<file path="src/rtl/ledcube_i2c_pkg.sv">
// Shared types and constants for the LED-cube I2C register target.
// Read support in the target is enabled by defining LEDCUBE_I2C_TARGET_READ_EN.
package ledcube_i2c_pkg;

   localparam int unsigned I2C_ADDR_W = 7;

   // Open-drain levels as seen on SDA during an acknowledge slot.
   localparam logic SDA_ACK  = 1'b0;
   localparam logic SDA_NACK = 1'b1;

   typedef enum logic [3:0] {
      StIdle,
      StAddr,
      StAddrAck,
      StReg,
      StRegAck,
      StWdata,
      StWdataAck,
      StRdata,
      StRdataAck,
      StIgnore
   } state_e;

endpackage

</file>
<file path="src/rtl/ledcube_i2c_sync.sv">
// Two-flop synchronizer for SCL/SDA plus edge, START and STOP detection.
// Every event is derived from synchronized samples only.
module ledcube_i2c_sync (
   input  logic clock,
   input  logic reset,
   input  logic scl_i,
   input  logic sda_i,
   output logic sda_o,
   output logic scl_rise_o,
   output logic scl_fall_o,
   output logic start_o,
   output logic stop_o
);

   // [1:0] is the synchronizer chain, [2] holds the previous synchronized value.
   logic [2:0] scl_q;
   logic [2:0] sda_q;

   always_ff @(posedge clock or posedge reset) begin
      if (reset) begin
         scl_q <= '1;
         sda_q <= '1;
      end else begin
         scl_q <= {scl_q[1:0], scl_i};
         sda_q <= {sda_q[1:0], sda_i};
      end
   end

   assign sda_o      = sda_q[1];
   assign scl_rise_o = scl_q[1] & ~scl_q[2];
   assign scl_fall_o = ~scl_q[1] & scl_q[2];
   assign start_o    = scl_q[1] & scl_q[2] & sda_q[2] & ~sda_q[1];
   assign stop_o     = scl_q[1] & scl_q[2] & ~sda_q[2] & sda_q[1];

endmodule

</file>
<file path="src/rtl/ledcube_i2c_target.sv">
// I2C target exposing a byte-wide register file with an auto-incrementing pointer.
// Define LEDCUBE_I2C_TARGET_READ_EN to generate read-transfer support.
module ledcube_i2c_target
   import ledcube_i2c_pkg::*;
#(
   parameter logic [I2C_ADDR_W-1:0] DEV_ADDR = 7'h20,
   parameter int unsigned           NUM_REGS = 32
) (
   input  logic                        clock,
   input  logic                        reset,
   input  logic                        sda_in,
   input  logic                        scl_in,
   output logic                        sda_out,
   output logic                        wr_valid,
   output logic [$clog2(NUM_REGS)-1:0] wr_addr,
   output logic [7:0]                  wr_data,
   input  logic [$clog2(NUM_REGS)-1:0] reg_rd_addr,
   output logic [7:0]                  reg_rd_data,
   output logic                        busy
);

   localparam int unsigned AW = $clog2(NUM_REGS);

   logic sda_s;
   logic scl_rise;
   logic scl_fall;
   logic start_det;
   logic stop_det;

   ledcube_i2c_sync u_sync (
      .clock      (clock),
      .reset      (reset),
      .scl_i      (scl_in),
      .sda_i      (sda_in),
      .sda_o      (sda_s),
      .scl_rise_o (scl_rise),
      .scl_fall_o (scl_fall),
      .start_o    (start_det),
      .stop_o     (stop_det)
   );

   state_e        state_q;
   logic [3:0]    bit_cnt_q;
   logic [7:0]    rx_q;
   logic [AW-1:0] ptr_q;
   logic [7:0]    regs_q [NUM_REGS];
   logic          sda_out_q;
   logic          wr_valid_q;
   logic [AW-1:0] wr_addr_q;
   logic [7:0]    wr_data_q;
   logic          busy_q;
   logic          addr_hit;
`ifdef LEDCUBE_I2C_TARGET_READ_EN
   logic [7:0]    tx_q;
   logic          rw_q;
   logic          mack_q;
`endif

   assign addr_hit = (rx_q[7:1] == DEV_ADDR);

   always_ff @(posedge clock or posedge reset) begin
      if (reset) begin
         state_q    <= StIdle;
         bit_cnt_q  <= '0;
         rx_q       <= '0;
         ptr_q      <= '0;
         sda_out_q  <= SDA_NACK;
         wr_valid_q <= 1'b0;
         wr_addr_q  <= '0;
         wr_data_q  <= '0;
         busy_q     <= 1'b0;
         for (int i = 0; i < NUM_REGS; i++) regs_q[i] <= '0;
`ifdef LEDCUBE_I2C_TARGET_READ_EN
         tx_q       <= '0;
         rw_q       <= 1'b0;
         mack_q     <= SDA_NACK;
`endif
      end else begin
         wr_valid_q <= 1'b0;
         if (start_det) begin
            state_q   <= StAddr;
            bit_cnt_q <= '0;
            sda_out_q <= SDA_NACK;
            busy_q    <= 1'b0;
         end else if (stop_det) begin
            state_q   <= StIdle;
            sda_out_q <= SDA_NACK;
            busy_q    <= 1'b0;
         end else if (scl_rise) begin
            case (state_q)
               StAddr, StReg, StWdata: begin
                  rx_q      <= {rx_q[6:0], sda_s};
                  bit_cnt_q <= bit_cnt_q + 4'd1;
               end
`ifdef LEDCUBE_I2C_TARGET_READ_EN
               StRdata:    bit_cnt_q <= bit_cnt_q + 4'd1;
               StRdataAck: mack_q    <= sda_s;
`endif
               default: ;
            endcase
         end else if (scl_fall) begin
            // All SDA changes happen here, while SCL is low.
            case (state_q)
               StAddr: begin
                  if (bit_cnt_q == 4'd8) begin
`ifdef LEDCUBE_I2C_TARGET_READ_EN
                     if (addr_hit) begin
                        rw_q <= rx_q[0];
`else
                     if (addr_hit && !rx_q[0]) begin
`endif
                        state_q   <= StAddrAck;
                        sda_out_q <= SDA_ACK;
                        busy_q    <= 1'b1;
                     end else begin
                        state_q <= StIgnore;
                     end
                  end
               end
               StAddrAck: begin
                  bit_cnt_q <= '0;
`ifdef LEDCUBE_I2C_TARGET_READ_EN
                  if (rw_q) begin
                     state_q   <= StRdata;
                     sda_out_q <= regs_q[ptr_q][7];
                     tx_q      <= {regs_q[ptr_q][6:0], 1'b0};
                     ptr_q     <= ptr_q + AW'(1);
                  end else begin
                     state_q   <= StReg;
                     sda_out_q <= SDA_NACK;
                  end
`else
                  state_q   <= StReg;
                  sda_out_q <= SDA_NACK;
`endif
               end
               StReg: begin
                  if (bit_cnt_q == 4'd8) begin
                     ptr_q     <= rx_q[AW-1:0];
                     sda_out_q <= SDA_ACK;
                     state_q   <= StRegAck;
                  end
               end
               StRegAck, StWdataAck: begin
                  bit_cnt_q <= '0;
                  sda_out_q <= SDA_NACK;
                  state_q   <= StWdata;
               end
               StWdata: begin
                  if (bit_cnt_q == 4'd8) begin
                     regs_q[ptr_q] <= rx_q;
                     wr_valid_q    <= 1'b1;
                     wr_addr_q     <= ptr_q;
                     wr_data_q     <= rx_q;
                     ptr_q         <= ptr_q + AW'(1);
                     sda_out_q     <= SDA_ACK;
                     state_q       <= StWdataAck;
                  end
               end
`ifdef LEDCUBE_I2C_TARGET_READ_EN
               StRdata: begin
                  if (bit_cnt_q == 4'd8) begin
                     sda_out_q <= SDA_NACK;
                     state_q   <= StRdataAck;
                  end else begin
                     sda_out_q <= tx_q[7];
                     tx_q      <= {tx_q[6:0], 1'b0};
                  end
               end
               StRdataAck: begin
                  bit_cnt_q <= '0;
                  if (mack_q == SDA_ACK) begin
                     state_q   <= StRdata;
                     sda_out_q <= regs_q[ptr_q][7];
                     tx_q      <= {regs_q[ptr_q][6:0], 1'b0};
                     ptr_q     <= ptr_q + AW'(1);
                  end else begin
                     state_q   <= StIgnore;
                     sda_out_q <= SDA_NACK;
                  end
               end
`endif
               default: ;
            endcase
         end
      end
   end

   assign sda_out     = sda_out_q;
   assign wr_valid    = wr_valid_q;
   assign wr_addr     = wr_addr_q;
   assign wr_data     = wr_data_q;
   assign busy        = busy_q;
   assign reg_rd_data = regs_q[reg_rd_addr];

endmodule

</file>
<file path="config.mk">
export PLATFORM = sky130hd
export DESIGN_NAME = ledcube_i2c_target
export DESIGN_NICKNAME = d
export VERILOG_FILES = /design/src/rtl/ledcube_i2c_pkg.sv /design/src/rtl/ledcube_i2c_sync.sv /design/src/rtl/ledcube_i2c_target.sv
export SDC_FILE = /design/constraint.sdc
export NUM_CORES = 1
export LEC_CHECK = 0
export BUFFER_PORTS_ARGS = -buffer_cell sky130_fd_sc_hd__buf_4
export CORE_MARGIN = 4
export CORE_UTILIZATION = 54
export CTS_CLUSTER_DIAMETER = 120
export CTS_CLUSTER_SIZE = 30
export DETAILED_ROUTE_END_ITERATION = 7
export PLACE_DENSITY = 0.83
export SLEW_MARGIN = 20
export SYNTH_ARGS = -nofsm -noshare
export SYNTH_HDL_FRONTEND = slang
export SYNTH_HIERARCHICAL = 1
export SYNTH_SLANG_ARGS = --single-unit
</file>
<file path="constraint.sdc">
create_clock -name clock -period 9.6 [get_ports clock]
set_input_delay 1.44 -clock clock [delete_from_list [all_inputs] [get_ports clock]]
set_output_delay 1.44 -clock clock [all_outputs]
set_load 0.05 [all_outputs]
</file>
==> metrics.md <==
| Metric | Value |
|---|---|
| Status | completed |
| Largest net degree at the start of global routing | 133 |
| Clk pin slew, worst setup/hold paths | between 0.1 and 0.15 ns |
| H-tree levels | 1 |
| Gpl congestion | 0.865 |
| Rel. slew slack | 0.289 |
| Top Ports | 33 |
| Drt wl/cell | 26.2 um |
| Startpoint types | input port |
| Final HPWL DP | between 20 and 25 mm |
| CP arrival | 4.27 ns |
| GR Layer Usage met3 | 0.0385 |
| Async S/R FF share, synth | 1.00 |
| Num CTS Buffers | 14 |
| Largest cells by area after synthesis | dfrtp_1 52%, mux2_2 22%, mux4_2 13% |
| Final period util | 0.594 |
| RSZ-0062 raised after global routing | no |
| Synth Area per Inst | 15.7 um^2 |
| Met1 usage | 0.328 |
| Post_cts resized | 0 |
| Setup violators final | 0 |
| Clk pwr share | 0.306 |
| Slew Viols, Final | 0 |
| Final Net Count | 890 |
| Final hold violations | 0 |
| Synth top cells by count | 292 x dfrtp_1, 274 x mux2_2, 80 x mux4_2 |
| #FFs+latches synth | 299 |
| Crit path kind | input port to output pin |
| Final Skew | ~0.025 ns |
| FP Rows | 58 |
| Worst-margin pin slew | 1.06 ns |
| GRT Util Overall | 0.226 |
| Layout area overhead | 5.87% |
| Post-Syn Area | 13900 um^2 |
| First-pass detailed-route iteration total | 5 |
| Total Wirelength | 31.7 mm |
| Net load switching power | 0.632 mW |
| Count leader, synth | dfrtp_1 |
| Post-CTS Hold Buffers | 0 |
| Post-Syn Instances | 889 |
| Die area | 28400 um^2 |
| CP max FO | 41 |
| Worst hold-check path type | flip-flop to flip-flop |
| Sequential Power Share | 0.616 |
| Global route total overflow | 0 |
| Hold Slack | 0.363 ns |
| Area share of the largest cell type after synthesis | 0.525 |
| Post-synth EDFFs | 0 |
| Drt initial violations | 800 |
| Tmin final | around 5.7 ns |
| TritonCTS clock tree | yes |
| Setup crit end kind | output pin |
| Via-per-instance ratio | 6.46 |
| Yosys Warn Count | 6 |
| Die width | 169 um |
| Fill count | 1904 |
| Routed vias | 7807 |
| Largest area contributor in the netlist | dfrtp_1 |
| Netlist cell types | 52 |
| Die Y | 169 um |
| Synth Net Count | 904 |
| CTS Buffer Depth | 3 |
| Number of global-route vias before repair | 7951 |
| IO buf count | 32 |
| Top_reg_cell synth | dfrtp_1 |
| Fmax | roughly 180 MHz |
| Clock root buffer | clkbuf_16 |
| Sequential share of the synthesized area | 0.538 |
| Remaining DRCs | 0 |
| VDD IR-drop max | ~0.15 mV |
| Worst-Skew Late Latency | 0.51 ns |
| Starting Density | 0.552 |
| Area of the core | 25300 um^2 |
| TritonCTS Sinks | 299 |
| Initial antenna violation count | 0 |
| ANT nets after route | 0 |
| Max Cap Viol | 0 |
| Setup TNS | 0 ns |
| Global routing usage on met2 | 0.360 |
| First-pass GRT wire length | just under 50 mm |
| Layout cells sized above 1 | 0.511 |
| Post-route setup slack | 3.89 ns |
| Final core occ | 0.584 |
| Comb pwr share | 0.078 |
| P per Cell Area | 154 nW/um^2 |
| Busiest grt layer | met2 |
| Switching share of total power | 0.278 |
| Worst slack, placed | slightly below 4 ns |
| Total Power | 2.27 mW |
| CP required | 8.16 ns |
| Post-CTS Setup Bufs | 0 |
| Internal power | 1.64 mW |
| Diode count | 0 |
| Leakage power | 7.26 nW |
-- per-stage QoR --
stage | cells | cell area (um^2)
after floorplan | 889 | 13900
after global placement | 1189 | 14300
after detailed placement | 1189 | 14300
after CTS | 1208 | 14700
after global routing | 1208 | 14700
final | 1208 | 14700
-- worst paths after layout --
path | from | to | slack (ns) | cells past startpoint
min reg2reg | u_sync/sda_q[0] | u_sync/sda_q[1] | 0.36 | 0
max in group asynchronous | reset | regs_q[226] | 6.92 | 3
max reg2reg | u_sync/sda_q[1] | regs_q[192] | 6.44 | 4
max | reg_rd_addr[1] | reg_rd_data[1] | 3.89 | 6
min | u_sync/sda_q[0] | u_sync/sda_q[1] | 0.36 | 0
min in group asynchronous | reset | u_sync/sda_q[1] | 1.10 | 2
-- cell usage in the layout (no fill, tap or decap), types with 4 or more instances in the layout --
| cell type | count |
|---|---|
| a21oi_1 | 7 |
| buf_4 | 36 |
| clkbuf_16 | 15 |
| dfrtp_1 | 286 |
| dfrtp_2 | 6 |
| dfstp_2 | 7 |
| ha_1 | 6 |
| inv_1 | 9 |
| mux2_1 | 11 |
| mux2_2 | 274 |
| mux4_2 | 80 |
| nand2_1 | 16 |
| nand3_1 | 11 |
| nand3b_1 | 4 |
| nand4_1 | 6 |
| nor2_1 | 14 |
| nor2_2 | 4 |
| nor2_8 | 10 |
| nor3_1 | 7 |
| nor3b_1 | 4 |
| o21ai_0 | 12 |
| or2_2 | 4 |
-- logic make-up after synthesis --
family	share of synthesized area
adder cells (fa/ha/maj)	0.00539
buffers and inverters	0.0253
AND/OR/NAND/NOR	0.0556
AO/OA/AOI/OAI	0.0142
flip-flops	0.538
multiplexers	0.361
XOR/XNOR	0.000629
-- worst max-delay path, cell delays in order --
cell and delay (ns):
buf_4 0.40, buf_4 0.71, mux4_2 0.58, mux4_2 0.52, mux2_2 0.34, buf_4 0.21
-- power by group through the flow --
stage	Combinational, mW	Clock (mW)	Sequential [mW]
final	0.177	0.695	1.40
after global routing	0.196	0.750	1.41
after CTS	0.181	0.707	1.39
after detailed placement	0.180	0	1.42
after global placement	0.178	0	1.41
after floorplan	0.200	0	1.33
-- flip-flops by register name, summed over array words and instances (netlist names) --
register and count:
bit_cnt_q 4, wr_valid 1, busy 1, wr_addr 5
u_sync/scl_q 3, u_sync/sda_q 3, wr_data 8, regs_q 256
rx_q 8, state_q 4, sda_out 1, ptr_q 5
-- per-layer routing --
layer / vias up / part of all wire
met2: 283 / 0.48
met1: 4210 / 0.43
met5: - / 0
li1: 3267 / -
met3: 47 / 0.066
met4: 0 / 0.030
-- area by class of cell --
class	count	area [um^2]	share of cell area
clock buffer	16	379	0.0257
clock inverter	3	36.3	0.00246
inverter	10	45.0	0.00305
multi-input combinational	513	6100	0.413
sequential	299	7500	0.508
tap	330	413	0.0280
timing repair buffer	37	282	0.0191
(Power assumes the default switching activity.)
